$ cat config.mk
export PLATFORM = sky130hd
export DESIGN_NAME = inst_mem_ctrl_flat
export DESIGN_NICKNAME = d
export VERILOG_FILES = /design/src/rtl/inst_mem_ctrl_if.sv /design/src/rtl/inst_mem_ctrl.sv /design/src/flat_wrapper.sv
export SDC_FILE = /design/constraint.sdc
export NUM_CORES = 1
export LEC_CHECK = 0
export CORE_ASPECT_RATIO = 0.75
export CORE_UTILIZATION = 44
export DETAILED_ROUTE_END_ITERATION = 6
export HOLD_SLACK_MARGIN = 0.08
export PLACE_DENSITY = 0.75
export REMOVE_ABC_BUFFERS = 1
export SETUP_SLACK_MARGIN = 0.2
export SLEW_MARGIN = 5
export SYNTH_ARGS = -nofsm -noshare
export SYNTH_HDL_FRONTEND = slang
export SYNTH_SLANG_ARGS = --single-unit
export TNS_END_PERCENT = 5
$ cat constraint.sdc
create_clock -name clk_in -period 6.5 [get_ports clk_in]
set_input_delay 1.3 -clock clk_in [delete_from_list [all_inputs] [get_ports clk_in]]
set_output_delay 1.3 -clock clk_in [all_outputs]
set_load 0.01 [all_outputs]
$ cat src/rtl/inst_mem_ctrl_if.sv
`default_nettype none
// ============================================================================
// Module      : inst_mem_ctrl_if
// Description : Fetch-request and byte-RAM bus bundle for inst_mem_ctrl.
//               master = fetch stage + RAM side, slave = the controller.
// Revision    : 1.0 - initial release
// ============================================================================
interface inst_mem_ctrl_if;
    logic        rdy_in;
    logic        if_get;
    logic [31:0] if_pc;
    logic        inst_done;
    logic [31:0] inst_out;
    logic [7:0]  mem_din;
    logic [31:0] mem_a;
    logic        mem_wr;

    modport master (
        output rdy_in, if_get, if_pc, mem_din,
        input  inst_done, inst_out, mem_a, mem_wr
    );

    modport slave (
        input  rdy_in, if_get, if_pc, mem_din,
        output inst_done, inst_out, mem_a, mem_wr
    );
endinterface
`default_nettype wire

$ cat src/rtl/inst_mem_ctrl.sv
`default_nettype none
// ============================================================================
// Module      : inst_mem_ctrl
// Description : Fetches a 32-bit little-endian instruction as four byte reads
//               from an 8-bit RAM with one cycle of read latency. A fetch is
//               abandoned when the request drops or its address changes, and
//               restarted from its first byte after any global stall.
// Revision    : 1.0 - initial release
// ============================================================================
module inst_mem_ctrl (
    input  wire              clk_in,
    input  wire              rst_in,
    inst_mem_ctrl_if.slave   bus
);

    typedef enum logic [1:0] {
        S_IDLE  = 2'd0,
        S_FETCH = 2'd1,
        S_DONE  = 2'd2
    } state_t;

    state_t      r_state,     w_state_nxt;
    logic [31:0] r_addr,      w_addr_nxt;
    logic [31:0] r_mem_a,     w_mem_a_nxt;
    logic [2:0]  r_issue,     w_issue_nxt;
    logic [2:0]  r_rcnt,      w_rcnt_nxt;
    logic [23:0] r_buf,       w_buf_nxt;
    logic        r_inst_done, w_inst_done_nxt;
    logic [31:0] r_inst_out,  w_inst_out_nxt;
    logic        r_restart,   w_restart_nxt;

    logic        w_abort;

    // The requester withdrew the fetch or moved to a different address.
    assign w_abort = !bus.if_get || (bus.if_pc != r_addr);

    // Next-state and datapath decisions; everything holds while rdy_in is low.
    always_comb begin
        w_state_nxt     = r_state;
        w_addr_nxt      = r_addr;
        w_mem_a_nxt     = r_mem_a;
        w_issue_nxt     = r_issue;
        w_rcnt_nxt      = r_rcnt;
        w_buf_nxt       = r_buf;
        w_inst_done_nxt = r_inst_done;
        w_inst_out_nxt  = r_inst_out;
        w_restart_nxt   = r_restart;

        if (bus.rdy_in) begin
            case (r_state)
                S_IDLE: begin
                    if (bus.if_get) begin
                        w_state_nxt = S_FETCH;
                        w_addr_nxt  = bus.if_pc;
                        w_mem_a_nxt = bus.if_pc;
                        w_issue_nxt = 3'd0;
                        w_rcnt_nxt  = 3'd0;
                        w_buf_nxt   = 24'd0;
                    end
                end
                S_FETCH: begin
                    if (w_abort) begin
                        w_state_nxt   = S_IDLE;
                        w_issue_nxt   = 3'd0;
                        w_rcnt_nxt    = 3'd0;
                        w_restart_nxt = 1'b0;
                    end else if (r_restart) begin
                        // Bytes seen before the stall are untrusted: start over.
                        w_addr_nxt    = bus.if_pc;
                        w_mem_a_nxt   = bus.if_pc;
                        w_issue_nxt   = 3'd0;
                        w_rcnt_nxt    = 3'd0;
                        w_restart_nxt = 1'b0;
                    end else begin
                        if (r_issue < 3'd3) begin
                            w_mem_a_nxt = r_mem_a + 32'd1;
                        end
                        w_issue_nxt = r_issue + 3'd1;
                        // Read data trails the address by one cycle, so the
                        // first FETCH edge has nothing to capture yet.
                        if (r_issue != 3'd0) begin
                            w_rcnt_nxt = r_rcnt + 3'd1;
                            case (r_rcnt)
                                3'd0: w_buf_nxt[7:0]   = bus.mem_din;
                                3'd1: w_buf_nxt[15:8]  = bus.mem_din;
                                3'd2: w_buf_nxt[23:16] = bus.mem_din;
                                3'd3: begin
                                    w_inst_out_nxt  = {bus.mem_din, r_buf};
                                    w_inst_done_nxt = 1'b1;
                                    w_state_nxt     = S_DONE;
                                end
                                default: ;
                            endcase
                        end
                    end
                end
                S_DONE: begin
                    w_inst_done_nxt = 1'b0;
                    w_state_nxt     = S_IDLE;
                end
                default: begin
                    w_state_nxt = S_IDLE;
                end
            endcase
        end else if (r_state == S_FETCH) begin
            w_restart_nxt = 1'b1;
        end
    end

    // State and datapath registers with asynchronous reset.
    always_ff @(posedge clk_in or posedge rst_in) begin
        if (rst_in) begin
            r_state     <= S_IDLE;
            r_addr      <= 32'd0;
            r_mem_a     <= 32'd0;
            r_issue     <= 3'd0;
            r_rcnt      <= 3'd0;
            r_buf       <= 24'd0;
            r_inst_done <= 1'b0;
            r_inst_out  <= 32'd0;
            r_restart   <= 1'b0;
        end else begin
            r_state     <= w_state_nxt;
            r_addr      <= w_addr_nxt;
            r_mem_a     <= w_mem_a_nxt;
            r_issue     <= w_issue_nxt;
            r_rcnt      <= w_rcnt_nxt;
            r_buf       <= w_buf_nxt;
            r_inst_done <= w_inst_done_nxt;
            r_inst_out  <= w_inst_out_nxt;
            r_restart   <= w_restart_nxt;
        end
    end

    assign bus.inst_done = r_inst_done;
    assign bus.inst_out  = r_inst_out;
    assign bus.mem_a     = r_mem_a;
    assign bus.mem_wr    = 1'b0;

endmodule
`default_nettype wire
$ cat src/flat_wrapper.sv
// flat-port wrapper written by rule: the top's interface ports become plain ports
module inst_mem_ctrl_flat 
  (clk_in, rst_in, bus_rdy_in, bus_if_get, bus_if_pc, bus_mem_din, bus_inst_done, bus_inst_out, bus_mem_a, bus_mem_wr);
  inst_mem_ctrl_if bus_i ();
  input  wire clk_in;
  input  wire rst_in;
  input wire logic [$bits(bus_i.rdy_in)-1:0] bus_rdy_in;
  input wire logic [$bits(bus_i.if_get)-1:0] bus_if_get;
  input wire logic [$bits(bus_i.if_pc)-1:0] bus_if_pc;
  input wire logic [$bits(bus_i.mem_din)-1:0] bus_mem_din;
  output wire logic [$bits(bus_i.inst_done)-1:0] bus_inst_done;
  output wire logic [$bits(bus_i.inst_out)-1:0] bus_inst_out;
  output wire logic [$bits(bus_i.mem_a)-1:0] bus_mem_a;
  output wire logic [$bits(bus_i.mem_wr)-1:0] bus_mem_wr;
  assign bus_i.rdy_in = bus_rdy_in;
  assign bus_i.if_get = bus_if_get;
  assign bus_i.if_pc = bus_if_pc;
  assign bus_i.mem_din = bus_mem_din;
  assign bus_inst_done = bus_i.inst_done;
  assign bus_inst_out = bus_i.inst_out;
  assign bus_mem_a = bus_i.mem_a;
  assign bus_mem_wr = bus_i.mem_wr;
  inst_mem_ctrl u_core (.clk_in(clk_in), .rst_in(rst_in), .bus(bus_i));
endmodule
==> summary.txt, run 1 <==
Layout
  – Fraction of final layout cells sized beyond drive strength 1: 0.149
  – Ant. Diodes: 0
  – Filler cells: 1214
  – Synth-to-layout area growth: 28.5%
  – Final core utilization: 0.580
  – Finished Layout Cells: 932
  – Fin area: 8380 um^2
  – Fin nets: 771

Worst setup path
  – CP max FO: 17
  – Worst Setup Path Type: in2reg
  – CP startpoint kind: primary input
  – FF-to-FF End: u_core.r_addr[25]
  – FF-to-FF setup slack: 2900 ps
  – Worst Setup End Kind: flop
  – Reg2Reg Depth: 7
  – Req. time, crit path: 6800 ps
  – CP arrival: 4890 ps
  – FF-to-FF Start: u_core.r_addr[29]

GRT
  – Initial antenna violation count: 0
  – Vias in the first global route: 5313
  – Gr usage total: 0.249
  – Global-route wire length before repair: 28700 um
  – Largest net degree at the start of global routing: 74
  – Total grt overflow: 0

Run status
  – Failing checks: DRC
  – Status: complete, but fails checks

Timing
  – Period utilization: 0.707
  – Fmax: 218 MHz
  – Min Tclk post-route: 4590 ps
  – Hold Slack: 503 ps
  – Worst-margin pin slew: 1290 ps
  – Final WS setup: 1910 ps
  – Count of final hold-check violations: 0
  – Setup Skew: 4.69 ps
  – RSZ-0062 raised after global routing: false
  – Relative slew slack: 0.142
  – Post-Route Setup TNS: 0 ps
  – Final setup vio count: 0
  – Slew Viols, Final: 0

Hold path
  – Min-Delay Endpoint: u_core.bus.inst_out[29]
  – Hold Path Cell Cnt: 1
  – HP Start: u_core.bus.inst_out[29]
  – Worst min-delay path category: reg2reg

Yosys
  – Share of the yosys chip area belonging to registers: 0.499
  – Mapped cell area: 6520 um^2
  – YS warnings: 0
  – Asr flop ratio synth: 1.00
  – Post-Syn Instances: 614
  – Ys flop type: dfrtp_1
  – Flops & latches, synth: 130
  – Synth cell types: 49
  – Syn_area_per_cell: 10.6 um^2
  – Post-synth EDFFs: 0

Clocking
  – Post-CTS Hold Buffers: 0
  – CTS buffer count: 17
  – Setup bufs post-CTS: 0
  – H-tree depth: 4
  – CTS sink cnt: 130
  – Worst-path clk slew: 60 ps
  – Max clock buf depth: 2
  – Clk_lat worst skew: 420 ps
  – CTS tree: done
  – CTS root buf: clkbuf_16
  – Cts repair resizes: 0

Placement
  – DP HPWL: 12600 um
  – RD Place Congestion: 0.933
  – Dpl cell area: 7780 um^2
  – Placed insts: 900
  – # port buffers: 108
  – Place WS: 1500 ps

Route
  – Via-to-Cell Ratio: 5.87
  – Total Wirelength: 18100 um
  – Via count: 5469
  – Routed wire per std cell: 19.5 um
  – DR iter-0 viols: 621
  – Pre-antenna DRT Iters: 7
  – DRC: 7
  – Post-DRT Antenna Nets: 0

Floorplanning
  – Die W: 143 um
  – Placement Rows: 38
  – I/O pin cnt: 110
  – Core box area: 14500 um^2
  – Initial Util: 0.451
  – Die Area: 15300 um^2
  – Die Y: 107 um

Flow run
  – Max_cap viols: 0

Power and ir drop
  – P_leak: 3.49 nW
  – Max rail drop VDD: 207 uV
  – Pwr Density: 367 nW/um^2
  – Total power: 3.08 mW
## cells by family after synthesis
group | after synthesis | synth area share
AND/OR/NAND/NOR | 164 | 0.129
other | 1 | 0.000575
adder cells (fa/ha/maj) | 8 | 0.0154
multiplexers | 90 | 0.151
AO/OA/AOI/OAI | 144 | 0.131
XOR/XNOR | 32 | 0.0430
flip-flops | 130 | 0.499
buffers and inverters | 45 | 0.0319
## critical path: stages
cell and delay [ps]:
clkdlybuf4s50_1 480, xor2_1 190, or4_1 540, or4b_1 570, o31a_1 380, nor3_4 650, buf_4 390, mux2_2 370
## sequential cells by signal, indices dropped and copies added (netlist names)
name / flops
u_core.r_issue: 3
u_core.bus.inst_out: 32
u_core.r_restart: 1
u_core.r_buf: 24
u_core.bus.inst_done: 1
u_core.r_addr: 32
u_core.bus.mem_a: 32
u_core.r_rcnt: 3
u_core.r_state: 2
## worst max path at each step
stage	startpoint	endpoint	slack, ps	cells past startpoint
4_1_cts	bus_if_pc[29]	u_core.r_addr[25]	1940	8
2_1_floorplan	rst_in	u_core.bus.inst_done	1730	1
6_report	bus_if_pc[29]	u_core.r_addr[25]	1910	8
3_5_place_dp	bus_if_pc[29]	u_core.r_addr[25]	1500	8
3_3_place_gp	bus_if_pc[29]	u_core.r_addr[13]	1570	8
5_1_grt	bus_if_pc[29]	u_core.r_addr[26]	1820	8
## metal layers
layer  track usage  part of all wire  up-vias
li1              -                 -     2456
met1         0.348              0.44     2709
met2         0.359              0.45      275
met3        0.0778             0.097       29
met4        0.0983             0.013        0
met5             0                 0        -
## power breakdown
part / internal, mW / total [mW] / switching [mW]
clock: 0.620 / 0.968 / 0.348
combinational: 0.443 / 0.905 / 0.462
sequential: 0.998 / 1.20 / 0.206
## layout make-up
| type | count | area (um^2) | area share |
|---|---|---|---|
| flip-flops and latches | 130 | 3250 | 0.388 |
| well taps | 200 | 250 | 0.0299 |
| clock buffers | 22 | 464 | 0.0554 |
| inverters | 15 | 58.8 | 0.00702 |
| clock inverters | 10 | 133 | 0.0158 |
| repair buffers | 116 | 1140 | 0.136 |
| multi-input cells | 439 | 3080 | 0.367 |
## Yosys cell counts (2+ instances only)
master	count	area, um^2
nand4_1	17	106
and3_1	7	43.8
nor3_1	9	45.0
nor2b_1	5	31.3
a31oi_1	14	87.6
nand2b_1	3	18.8
xor2_1	16	140
a22oi_1	2	15.0
or4b_1	2	20.0
nor3_4	2	32.5
nand3_1	19	95.1
a21o_1	3	22.5
buf_1	2	7.51
o31ai_1	4	30.0
dfrtp_1	130	3250
nor2_1	20	75.1
and2_1	4	25.0
buf_2	10	50.1
o211ai_1	5	37.5
nor4_1	7	43.8
mux2_2	64	721
clkbuf_1	14	52.6
mux2i_1	25	250
o21ai_0	31	155
a21oi_1	54	270
buf_6	3	33.8
a22o_1	4	35.0
inv_1	15	56.3
o22ai_1	14	87.6
o211a_1	2	20.0
ha_1	8	100
xnor2_1	16	140
a31o_2	2	17.5
and4_1	4	35.0
a211oi_1	5	37.5
nand2_1	59	221
## cell usage in the layout, fill, tap and decap left out, types with 7 or more instances in the layout
master	n
a21oi_1	54
a31oi_1	14
and3_1	7
buf_4	8
clkbuf_16	17
clkdlybuf4s50_1	108
dfrtp_1	130
ha_1	8
inv_1	14
mux2_2	64
mux2i_1	25
nand2_1	59
nand3_1	19
nand4_1	17
nor2_1	19
nor3_1	9
nor4_1	7
o21ai_0	31
o22ai_1	14
xnor2_1	16
xor2_1	16
(Power assumes the default switching activity.)
==> run 2, diff against run 1 <==
Clock period 6.5 ns to 4.5 ns, I/O delays scaled along.
==> summary.txt, run 2 (same netlist as run 1, synthesis figures left out) <==
Run status
  – Status: completed

Placement
  – RD Place Congestion: 0.954
  – # port buffers: 108
  – Placed insts: 909
  – Dpl cell area: 7880 um^2
  – Place WS: 501 ps
  – DP HPWL: 13200 um

Timing
  – RSZ-0062 raised after global routing: false
  – Final WS setup: 877 ps
  – Fmax: 276 MHz
  – Min Tclk post-route: 3620 ps
  – Post-Route Setup TNS: 0 ps
  – Relative slew slack: 0.339
  – Period utilization: 0.805
  – Setup Skew: 8.79 ps
  – Count of final hold-check violations: 0
  – Slew Viols, Final: 0
  – Worst-margin pin slew: 992 ps
  – Final setup vio count: 0
  – Hold Slack: 499 ps

GRT
  – Total grt overflow: 0
  – Largest net degree at the start of global routing: 75
  – Gr usage total: 0.255
  – Initial antenna violation count: 0
  – Global-route wire length before repair: 29300 um
  – Vias in the first global route: 5361

Power and ir drop
  – P_leak: 3.53 nW
  – Total power: 4.44 mW
  – Pwr Density: 525 nW/um^2
  – Max rail drop VDD: 268 uV

Layout
  – Fin area: 8460 um^2
  – Commonest non-fill, non-tap cell in the layout: dfrtp_1
  – Finished Layout Cells: 940
  – Most frequent cells in the layout: dfrtp_1, clkdlybuf4s50_1, mux2_2
  – Filler cells: 1191
  – Ant. Diodes: 0
  – Fraction of final layout cells sized beyond drive strength 1: 0.162
  – Final core utilization: 0.585
  – Synth-to-layout area growth: 29.8%
  – Fin nets: 780

Worst setup path
  – Reg2Reg Depth: 7
  – Worst Setup End Kind: flop
  – CP arrival: 3930 ps
  – CP startpoint kind: primary input
  – Req. time, crit path: 4810 ps
  – CP max FO: 19
  – FF-to-FF Start: u_core.r_addr[29]
  – FF-to-FF End: u_core.r_addr[12]
  – FF-to-FF setup slack: 1470 ps
  – Worst Setup Path Type: in2reg

Clocking
  – Max clock buf depth: 2
  – Worst-path clk slew: 60 ps
  – Setup bufs post-CTS: 0
  – H-tree depth: 4
  – Post-CTS Hold Buffers: 0
  – CTS tree: done
  – CTS sink cnt: 130
  – Cts repair resizes: 0
  – CTS root buf: clkbuf_16
  – Clk_lat worst skew: 420 ps
  – CTS buffer count: 17

Hold path
  – HP Start: u_core.bus.inst_out[17]
  – Min-Delay Endpoint: u_core.bus.inst_out[17]
  – Worst min-delay path category: reg2reg
  – Hold Path Cell Cnt: 1

Route
  – Met3 wire len: 1750 um
  – Post-DRT Antenna Nets: 0
  – Via-to-Cell Ratio: 5.93
  – DR top layer: met4
  – Via count: 5576
  – Pre-antenna DRT Iters: 5
  – WL met1: 8240 um
  – Metal2 WL: 8440 um
  – Routed wire per std cell: 20.0 um
  – Total Wirelength: 18800 um
  – DR iter-0 viols: 635
  – DRC: 0

Floorplanning
  – Placement Rows: 38
  – Die Y: 107 um
  – I/O pin cnt: 110
  – Die Area: 15300 um^2
  – Core box area: 14500 um^2
  – Initial Util: 0.451
  – Die W: 143 um

Flow run
  – Max_cap viols: 0
run 2: cell count changes in the layout (fill, tap and decap cells not counted):
cell and delta:
buf_4 +7, clkbuf_1 -3, buf_12 +2, clkinv_2 -2, clkinv_4 +2, clkinvlp_4 +2, bufinv_16 -1, inv_6 +1
run 2: layout make-up:
type,instances,area (um^2),share of cell area
Clock buffer,19,453,0.0535
Clock inverter,12,134,0.0158
Inverter,15,58.8,0.00695
Multi-Input combinational cell,439,3080,0.364
Sequential cell,130,3250,0.384
Tap cell,200,250,0.0296
Timing Repair Buffer,125,1230,0.146
run 2: where the power goes:
| part | internal [mW] | switching (mW) |
|---|---|---|
| Clock | 0.841 | 0.524 |
| Combinational | 0.650 | 0.687 |
| Sequential | 1.44 | 0.302 |
run 2: worst max-delay path, stage by stage:
cell	delay, ps
clkdlybuf4s50_1	500
xor2_1	190
or4_1	530
or4b_1	570
o31a_1	400
nor3_4	150
buf_4	310
mux2_2	380
run 2: worst max-delay path by stage:
| stage | from | endpoint | cells after the start |
|---|---|---|---|
| final | bus_if_pc[29] | u_core.r_addr[12] | 8 |
| after global routing | bus_if_pc[29] | u_core.r_addr[12] | 8 |
| after CTS | bus_if_pc[29] | u_core.r_addr[24] | 8 |
| after detailed placement | bus_if_pc[29] | u_core.r_addr[24] | 8 |
| after global placement | bus_if_pc[29] | u_core.r_addr[24] | 8 |
| after floorplan | rst_in | u_core.bus.inst_done | 1 |
run 2: metal layers:
layer	global-route usage	up-vias
met2	0.374	316
met1	0.362	2767
li1	-	2462
met3	0.0681	31
met4	0.0883	0
met5	0	-
==> run 3, diff against run 2 <==
Settings changed: PLACE_DENSITY 0.75 to 0.78.
Clock period 4.5 ns to 3.2 ns, I/O delays scaled along.
==> summary.txt, run 3 (same netlist as run 1, synthesis figures left out) <==
GRT
  – Initial antenna violation count: 1
  – Gr usage total: 0.273
  – Largest net degree at the start of global routing: 57
  – Total grt overflow: 0
  – Vias in the first global route: 5863
  – Global-route wire length before repair: 31300 um

Route
  – Via count: 5868
  – Total Wirelength: 19900 um
  – Post-DRT Antenna Nets: 0
  – Via-to-Cell Ratio: 5.95
  – DRC: 4
  – Pre-antenna DRT Iters: 7
  – DR iter-0 viols: 775
  – Routed wire per std cell: 20.2 um

Floorplanning
  – Die Y: 107 um
  – Die W: 143 um
  – Initial Util: 0.451
  – Placement Rows: 38
  – I/O pin cnt: 110
  – Die Area: 15300 um^2
  – Core box area: 14500 um^2

Worst setup path
  – Worst Setup End Kind: flop
  – Worst Setup Path Type: in2reg
  – CP arrival: 3340 ps
  – CP startpoint kind: primary input
  – Req. time, crit path: 3540 ps
  – CP max FO: 8

Layout
  – Finished Layout Cells: 986
  – Synth-to-layout area growth: 38.1%
  – Area occupied by multi-input gates: 3130 um^2
  – Fin nets: 824
  – Register Area: 3250 um^2
  – Fraction of final layout cells sized beyond drive strength 1: 0.223
  – Filler cells: 1136
  – Most frequent cells in the layout: dfrtp_1, clkdlybuf4s50_1, mux2_2
  – Commonest non-fill, non-tap cell in the layout: dfrtp_1

Clocking
  – CTS sink cnt: 130
  – CTS tree: done
  – Max clock buf depth: 2
  – CTS buffer count: 17
  – CTS root buf: clkbuf_16
  – Post-CTS Hold Buffers: 0
  – Clk_lat worst skew: 420 ps
  – Worst-path clk slew: 60 ps
  – H-tree depth: 4

Placement
  – RD Place Congestion: 0.923
  – DP HPWL: 14100 um
  – Placed insts: 947
  – # port buffers: 108

Power and ir drop
  – Reg power frac: 0.375
  – Pwr Density: 734 nW/um^2
  – Sw Share: 0.341
  – Internal: 4.35 mW
  – Clock network fraction of total power: 0.317
  – Combinational share of power: 0.308
  – Psw: 2.25 mW
  – Max rail drop VDD: 362 uV
  – P_leak: 3.87 nW

Timing
  – Count of final hold-check violations: 0
  – Slew Viols, Final: 0
  – RSZ-0062 raised after global routing: true
  – Fmax: 333 MHz
  – Hold Slack: 506 ps
  – Min Tclk post-route: 3000 ps
  – Setup Skew: 10.0 ps
  – Final setup vio count: 0
  – Period utilization: 0.938
  – Relative slew slack: 0.333
  – Worst-margin pin slew: 991 ps

Flow run
  – Max_cap viols: 0

Run status
  – Failing checks: DRC
  – Status: complete, but fails checks

Hold path
  – Worst min-delay path category: reg2reg
run 3: cell count changes in the layout (fill, tap and decap cells not counted), sizes merged:
cell           delta
clkinv            -1
clkbuf            +1
diode             +1
inv               +5
dlygate4sd2       +2
bufinv            +2
clkdlybuf4s50     -9
buf              +44
dlymetal6s2s      +5
clkinvlp          -4
run 3: what timing repair did:
item,4_1_cts,5_1_grt
cloned,2,0
pin swaps,3,6
setup buffers,4,0
setup endpoints to repair,44,88
resized for setup,10,17
run 3: area by class of cell:
cell class                      instances  share of cell area
Sequential cell                       130               0.361
Multi-Input combinational cell        439               0.348
Timing Repair Buffer                  169               0.186
Clock buffer                           18              0.0477
Tap cell                              200              0.0278
Clock inverter                         14              0.0221
Inverter                               15             0.00653
Antenna cell                            1            0.000278
run 3: per-stage QoR:
| stage | util | total power, mW | cell area, um^2 | setup WS, ps | TNS, ps |
|---|---|---|---|---|---|
| finish | 0.623 | 6.61 | 9000 | 200 | 0 |
| global route | 0.623 | 6.89 | 9000 | 149 | 0 |
| CTS | 0.619 | 6.53 | 8950 | 162 | 0 |
| detailed placement | 0.569 | 4.38 | 8220 | -339 | -23510 |
| global placement | 0.569 | 4.29 | 8220 | -283 | -19730 |
| floorplan | - | 3.40 | 6370 | -933 | -185880 |
run 3: worst paths after layout:
path	from	end	slack [ps]	cells after the start
max	bus_if_pc[24]	u_core.r_buf[13]	200	9
min	u_core.bus.inst_out[29]	u_core.bus.inst_out[29]	510	1
max reg2reg	u_core.r_addr[28]	u_core.r_addr[21]	300	8
min reg2reg	u_core.bus.inst_out[29]	u_core.bus.inst_out[29]	510	1
max in group asynchronous	rst_in	u_core.bus.mem_a[23]	1880	3
min in group asynchronous	rst_in	u_core.r_addr[2]	600	2
run 3: power groups by stage:
| stage | Combinational, mW | Clock, mW | Sequential (mW) |
|---|---|---|---|
| 2_1_floorplan | 0.970 | 0 | 2.43 |
| 3_3_place_gp | 1.85 | 0 | 2.45 |
| 3_5_place_dp | 1.91 | 0 | 2.47 |
| 4_1_cts | 1.97 | 2.11 | 2.45 |
| 5_1_grt | 2.17 | 2.19 | 2.52 |
| 6_report | 2.04 | 2.09 | 2.48 |
run 3: per-layer routing:
metal,track usage,wire length (um),vias up
li1,-,-,2571
met1,0.378,8320,2882
met2,0.396,8960,343
met3,0.0819,2070,72
met4,0.118,569,0
met5,0,0,-
run 3: worst max-delay path, stage by stage:
cell             delay [ps]
clkdlybuf4s50_1         500
xor2_1                  180
or4b_1                  560
or3_4                   420
nor4_2                  290
buf_4                   180
and3_1                  200
buf_12                  150
mux2i_1                 210
